--- config.mk ---
export PLATFORM = sky130hd
export DESIGN_NAME = tlul_adapter_host
export DESIGN_NICKNAME = d
export VERILOG_FILES = /design/src/rtl/tlul_adapter_host.sv
export SDC_FILE = /design/constraint.sdc
export NUM_CORES = 1
export LEC_CHECK = 0
export CORE_AREA = 8 8 89 91
export DETAILED_ROUTE_END_ITERATION = 10
export DIE_AREA = 0 0 97 99
export DONT_BUFFER_PORTS = 1
export PLACE_DENSITY = 0.55
export SLEW_MARGIN = 10
export SYNTH_ARGS = -nofsm -noshare
export SYNTH_HDL_FRONTEND = slang
export SYNTH_SLANG_ARGS = --single-unit
--- constraint.sdc ---
create_clock -name clk_i -period 1.55 [get_ports clk_i]
set_input_delay 0.465 -clock clk_i [delete_from_list [all_inputs] [get_ports clk_i]]
set_output_delay 0.465 -clock clk_i [all_outputs]
set_load 0.03 [all_outputs]
--- src/rtl/tlul_adapter_host.sv ---
// TL-UL host adapter: turns a simple req/gnt host port into single-beat
// TL-UL Get/PutFullData/PutPartialData requests with one transaction
// outstanding at a time, and returns a one-cycle response strobe.

package tlul_pkg;

  localparam int TL_AW  = 32;
  localparam int TL_DW  = 32;
  localparam int TL_DBW = TL_DW / 8;
  localparam int TL_AIW = 8;
  localparam int TL_DIW = 1;
  localparam int TL_SZW = 2;

  typedef enum logic [2:0] {
    PutFullData    = 3'h0,
    PutPartialData = 3'h1,
    Get            = 3'h4
  } tl_a_op_e;

  typedef enum logic [2:0] {
    AccessAck     = 3'h0,
    AccessAckData = 3'h1
  } tl_d_op_e;

  typedef struct packed {
    logic              a_valid;
    tl_a_op_e          a_opcode;
    logic [2:0]        a_param;
    logic [TL_SZW-1:0] a_size;
    logic [TL_AIW-1:0] a_source;
    logic [TL_AW-1:0]  a_address;
    logic [TL_DBW-1:0] a_mask;
    logic [TL_DW-1:0]  a_data;
    logic              d_ready;
  } tl_h2d_t;

  typedef struct packed {
    logic              d_valid;
    tl_d_op_e          d_opcode;
    logic [2:0]        d_param;
    logic [TL_SZW-1:0] d_size;
    logic [TL_AIW-1:0] d_source;
    logic [TL_DIW-1:0] d_sink;
    logic [TL_DW-1:0]  d_data;
    logic              d_error;
    logic              a_ready;
  } tl_d2h_t;

endpackage

module tlul_adapter_host
  import tlul_pkg::*;
#(
  parameter int SrcId         = 0,
  parameter int TimeoutCycles = 0
) (
  input  logic        clk_i,
  input  logic        rst_ni,
  input  logic        req_i,
  output logic        gnt_o,
  input  logic [31:0] addr_i,
  input  logic        we_i,
  input  logic [31:0] wdata_i,
  input  logic [3:0]  be_i,
  output logic        valid_o,
  output logic [31:0] rdata_o,
  output logic        err_o,
  output logic        busy_o,
  output tl_h2d_t     tl_o,
  input  tl_d2h_t     tl_i
);

  typedef enum logic {
    IDLE,
    WAIT_D
  } state_e;

  // Base source id; bit 0 is always replaced by the alternating tag.
  localparam logic [TL_AIW-1:0] SrcBase = TL_AIW'(SrcId);

  // Counter only needs to reach TimeoutCycles-1.
  localparam int CntW = (TimeoutCycles > 2) ? $clog2(TimeoutCycles) : 1;
  localparam logic [CntW-1:0] CntLast =
    CntW'((TimeoutCycles > 0) ? (TimeoutCycles - 1) : 0);

  state_e            state;
  logic              tag;
  logic [TL_AIW-1:0] src_q;
  logic              is_read_q;
  logic [CntW-1:0]   cnt;

  logic              a_valid;
  logic [TL_AIW-1:0] a_source;
  logic              d_accept;
  logic              timeout_hit;
  tl_d_op_e          exp_d_op;

  // Fields the adapter never looks at; kept visible so the bus struct stays complete.
  logic unused_d_fields;
  assign unused_d_fields = ^{tl_i.d_param, tl_i.d_size, tl_i.d_sink};

  assign a_source = {SrcBase[TL_AIW-1:1], tag};

  // a_valid is gated by rst_ni so nothing is presented on the bus while in reset.
  assign a_valid  = rst_ni && (state == IDLE) && req_i;
  assign gnt_o    = a_valid && tl_i.a_ready;
  assign busy_o   = (state == WAIT_D);

  // Only the response carrying the outstanding transaction's source is ours.
  assign d_accept = (state == WAIT_D) && tl_i.d_valid && (tl_i.d_source == src_q);

  assign timeout_hit = (TimeoutCycles > 0) && (state == WAIT_D) && (cnt == CntLast);

  assign exp_d_op = is_read_q ? AccessAckData : AccessAck;

  // A-channel request built straight from the host inputs.
  always_comb begin
    // NOTE: every field gets a default first so no path leaves tl_o unassigned (no latch).
    tl_o           = '0;
    tl_o.a_valid   = a_valid;
    tl_o.a_param   = 3'd0;
    tl_o.a_size    = 2'd2;
    tl_o.a_source  = a_source;
    tl_o.a_address = {addr_i[31:2], 2'b00};
    tl_o.d_ready   = 1'b1;
    if (we_i) begin
      tl_o.a_opcode = (be_i == 4'hF) ? PutFullData : PutPartialData;
      tl_o.a_mask   = be_i;
      tl_o.a_data   = wdata_i;
    end else begin
      tl_o.a_opcode = Get;
      tl_o.a_mask   = 4'hF;
      tl_o.a_data   = '0;
    end
  end

  // Transaction FSM with registered response outputs.
  always_ff @(posedge clk_i or negedge rst_ni) begin
    // NOTE: every register here has a reset value, so an abandoned transaction leaves no trace.
    if (!rst_ni) begin
      state     <= IDLE;
      tag       <= 1'b0;
      src_q     <= '0;
      is_read_q <= 1'b0;
      cnt       <= '0;
      valid_o   <= 1'b0;
      rdata_o   <= '0;
      err_o     <= 1'b0;
    end else begin
      // NOTE: non-blocking assignments throughout, so each register sees pre-edge values.
      valid_o <= 1'b0;
      case (state)
        IDLE: begin
          if (gnt_o) begin
            state     <= WAIT_D;
            src_q     <= a_source;
            is_read_q <= !we_i;
            tag       <= ~tag;
            cnt       <= '0;
          end
        end
        WAIT_D: begin
          // A matching D beat takes priority over a timeout in the same cycle.
          if (d_accept) begin
            state   <= IDLE;
            valid_o <= 1'b1;
            rdata_o <= is_read_q ? tl_i.d_data : '0;
            err_o   <= tl_i.d_error || (tl_i.d_opcode != exp_d_op);
          end else if (timeout_hit) begin
            state   <= IDLE;
            valid_o <= 1'b1;
            rdata_o <= '0;
            err_o   <= 1'b1;
          end else if (TimeoutCycles > 0) begin
            cnt <= cnt + CntW'(1);
          end
        end
        default: state <= IDLE;
      endcase
    end
  end

endmodule
### Yosys cells after proc, flatten, opt, wreduce, memory -nomap -nowiden

Index checks and enable logic that the tools add are counted.

| word-level totals | value |
|---|---|
| flip-flop bits (word level) | 38 |
| output and inout bits | 122 |

| operators by class | value |
|---|---|
| eq/ne operators | 3 |
| muxes and demuxes | 10 |
| bitwise logic cells | 2 |
| reductions and logical operators | 9 |

Operators by type and width:

| cell | count |
|---|---|
| $mux 36 | 1 |
| $mux 32 | 1 |
| $eq 8x1->1 | 1 |
| $mux 1 | 6 |
| $logic_and 1x1->1 | 5 |
| $eq 4x4->1 const B | 1 |
| $reduce_and 2->1 | 2 |
| $mux 3 | 1 |
| $ne 3x1->1 | 1 |
| $not 1->1 | 2 |
| $pmux 1 s2 | 1 |
| $logic_not 1->1 | 1 |
| $logic_or 1x1->1 | 1 |

### Longest topological paths before layout

| depth | value |
|---|---|
| depth after elaboration | 6 |
| depth in mapped cells | 5 |
| gate-level depth less buffers | 3 |

### Worst setup path after synthesis

Ideal clock, no wire load.

| timing | value |
|---|---|
| path kind | input-to-output |
| start | input port we_i |
| end | output port tl_o[82] (netlist bit) |
| arrival time | 1437 ps |
| required time | 1085 ps |
| setup slack | -352 ps |
| stages on the path | 3 |
| path buffers | 1 |
| path through | clkbuf_1 inv_2 a41oi_1 |

RTL lines:

| what | line | RTL |
|---|---|---|
| start: declaration | 62 | `input logic we_i,` |
| end: declaration | 69 | `output tl_h2d_t tl_o,` |

### Worst setup path after layout

| timing | value |
|---|---|
| start | register state, in the netlist busy_o |
| end | output port gnt_o |

| on the way | value |
|---|---|
| longest elaborated chain between the ends | 4 |

Ends and longest elaborated chain:

| what | line | RTL |
|---|---|---|
| start: declaration | 86 | `state_e state;` |
| start signal: assignment | 141 | `state <= IDLE;` |
| start signal: assignment | 155 | `state <= WAIT_D;` |
| start signal: assignment | 165 | `state <= IDLE;` |
| $not 1->1 (no line) | - |  |
| $logic_and 1x1->1 (2 in series) | 105 | `assign a_valid = rst_ni && (state == IDLE) && req_i;` |
| $logic_and 1x1->1 | 106 | `assign gnt_o = a_valid && tl_i.a_ready;` |
| end: declaration | 60 | `output logic gnt_o,` |

Every way passes these cells.

==> impl_metrics.py <==
metrics = {
    "layout": {
        "diodes": 0,
        "drive_gt1_share_pct": 20.5,
        "final_net_count": 347,
        "fin_util_pct": 35.5,
        "layoutNonFillerInstCount": 304,
        "num-fill-cells": 660,
        "syn2layout_area_growth_pct": -1.01,
    },
    "grt": {
        "overflow": 0,
        "grt_usage_pct": 13.4,
        "grt_max_degree": 39,
        "grt_pass1_vias": 1612,
        "grt_pass1_wl_um": 10200,
        "antenna_found_initial": 0,
    },
    "sta": {
        "fmax_mhz": 637,
        "setup_viol": 1,
        "whs_ps": 15.8,
        "final_hold_viol_count": 0,
        "rsz0062_at_grt": "true",
        "timing.final.max_slew_violations": 0,
        "setup_slack_ps": -20.0,
        "finClkSkew_ps": 10.1,
        "fin_crit_sh_pct": 101,
        "period_needed_ps": 1570,
    },
    "setup_path": {
        "path_class": "flop to primary output",
        "path_max_fanout": 4,
        "crit_arrival_ps": 1100,
        "worstPathCellList": "nand4b_1 > inv_2",
        "end_kind": "primary output",
        "crit_slowest_cell": "dfrtp_1",
        "slowest_delay_ps": 410,
        "required_ps": 1080,
        "critPathLaunchType": "flop",
    },
    "cts": {
        "clk_pin_slew_ps": 80,
        "cts_buffers": 5,
        "cts.sinks": 38,
        "htreeDepth": 2,
        "clockRootBuffer": "clkbuf_8",
        "clock_path_buffers": 2,
        "cts_tree": "built",
        "clk_latency_ps": 290,
    },
    "yosys": {
        "synth_warnings": 0,
        "yosysSeqAreaShare_pct": 40.3,
        "yosysUniqueCellTypes": 25,
        "synth_area_um2": 2360,
        "avgSynthCellArea_um2": 9.39,
        "synthCells": 251,
        "ys_ff_latch": 38,
    },
    "route": {
        "drt_iter0_markers": 44,
        "first_pass_iters": 4,
        "ant_nets": 0,
        "drc_errors": 0,
        "vias": 1401,
        "via_per_inst": 4.61,
        "wl_per_cell_um": 22.2,
        "routed_wirelength_um": 6740,
    },
    "status": {
        "violations": "negative setup slack",
        "status": "complete, but fails checks",
    },
    "place": {
        "placed_cells": 294,
        "dp_hpwl_um": 5550,
        "place_congestion": 0.699,
        "port_buffers": 0,
        "preCtsSetupSlack_ps": -110,
    },
    "run": {
        "drv_cap": 0,
    },
    "floorplan": {
        "die_w_um": 97,
        "core_um2": 6570,
        "io_pins": 246,
        "start_util_pct": 35.9,
        "core.rowCount": 30,
        "die_area_um2": 9600,
        "die_height_um": 99,
    },
    "power": {
        "leakagePower_nw": 1.08,
        "power_mw": 2.61,
        "power_density_nw_per_um2": 1120,
        "irDropWorstVdd_uv": 813,
    },
    "min_path": {
        "hp-class": "input pin to async pin",
    },
}
repair_timing:
item | 4_1_cts | 5_1_grt
resized for setup | 1 | 1
setup endpoints to repair | 2 | 18
buffers inserted | 1 | 0
hold buffers | 1 | 0
endpoints found under the hold margin | 38 | 0
area by class of cell:
cell class | count | area (um2) | share of cell area, %
flip-flops and latches | 38 | 951 | 40.8
multi-input cells | 132 | 906 | 38.8
inverters | 35 | 131 | 5.63
repair buffers | 11 | 108 | 4.61
well taps | 80 | 100 | 4.29
clock buffers | 5 | 68.8 | 2.95
clock inverters | 3 | 68.8 | 2.95
final timing paths:
check,cells after the start,to,startpoint,slack (ps)
max,2,gnt_o,busy_o,-20
min,1,rdata_o[29],rst_ni,20
max reg2reg,4,rdata_o[8],busy_o,110
min reg2reg,1,src_q[0],src_q[0],530
max in group asynchronous,1,rdata_o[3],rst_ni,1340
min in group clk_i,1,is_read_q,we_i,290
where the power goes:
| group | internal [mW] | total [mW] | switching, mW | leakage [nW] |
|---|---|---|---|---|
| Clock | 0.645 | 0.997 | 0.353 | 0.0683 |
| Combinational | 0.0904 | 0.351 | 0.260 | 0.638 |
| Sequential | 1.06 | 1.26 | 0.200 | 0.376 |
registers in the layout, summed over array words and instances (netlist names):
name and cells:
busy_o 1, err_o 1, is_read_q 1, rdata_o 32, src_q 1, tag 1, valid_o 1
kinds of logic (layout without fill, tap and decap cells):
family / Yosys count / count (layout) / share of synthesized area [%]
flops: 38 / 38 / 40.3
buf+inv: 95 / 54 / 25.5
mux: 34 / 34 / 14.7
compound gates: 3 / 3 / 0.796
simple gates: 76 / 76 / 17.3
other cells: 2 / 16 / 0.319
xor+xnor: 3 / 3 / 1.11
metrics by stage:
stage / setup TNS, ps / area, um2
floorplan: -161 / 2450
global placement: -1070 / 2170
detailed placement: -1870 / 2170
CTS: -31.6 / 2330
global route: -68.1 / 2330
finish: -20.0 / 2330
layout by cell type, fill, tap and decap left out, types with 2 or more instances in the layout:
master and count:
nand2_1 33, conb_1 16, inv_2 2, xnor2_1 2, o21ai_1 2, nand2b_1 4
buf_12 2, bufinv_16 2, dfrtp_1 38, buf_4 9, mux2i_1 32, inv_1 33
and2_2 20, and2_1 12, clkbuf_8 5
cells in the mapped netlist:
cell,n,area [um2]
a41oi_1,1,8.76
nand4b_1,1,8.76
buf_6,2,22.5
nand2_1,33,124
buf_4,48,360
inv_1,34,128
nor2_1,1,3.75
buf_12,3,60.1
mux2_4,1,15.0
inv_2,1,3.75
and4_1,1,8.76
dfrtp_1,38,951
and2_1,32,200
o21ai_1,2,10.0
xor2_1,1,8.76
clkbuf_1,7,26.3
xnor2_1,2,17.5
or4_1,1,7.51
mux2i_1,32,320
and3_1,1,6.26
conb_1,2,7.51
nor4b_2,1,15.0
nor3b_1,1,7.51
nand2b_1,4,25.0
mux2_1,1,11.3
layer usage:
layer	vias up	global-route usage (%)	routed length, um
met2	109	22.1	3400
met5	-	0	0
met3	12	9.03	1040
met1	640	13.3	2180
li1	640	-	-
met4	0	4.14	112
critical path, delay by kind of cell, from the launching register on:
family	cells	cell delay, ps
flip-flops	1	410
AND/OR/NAND/NOR	1	240
buffers and inverters	1	180
No activity file was read; power rests on OpenSTA's default activity.
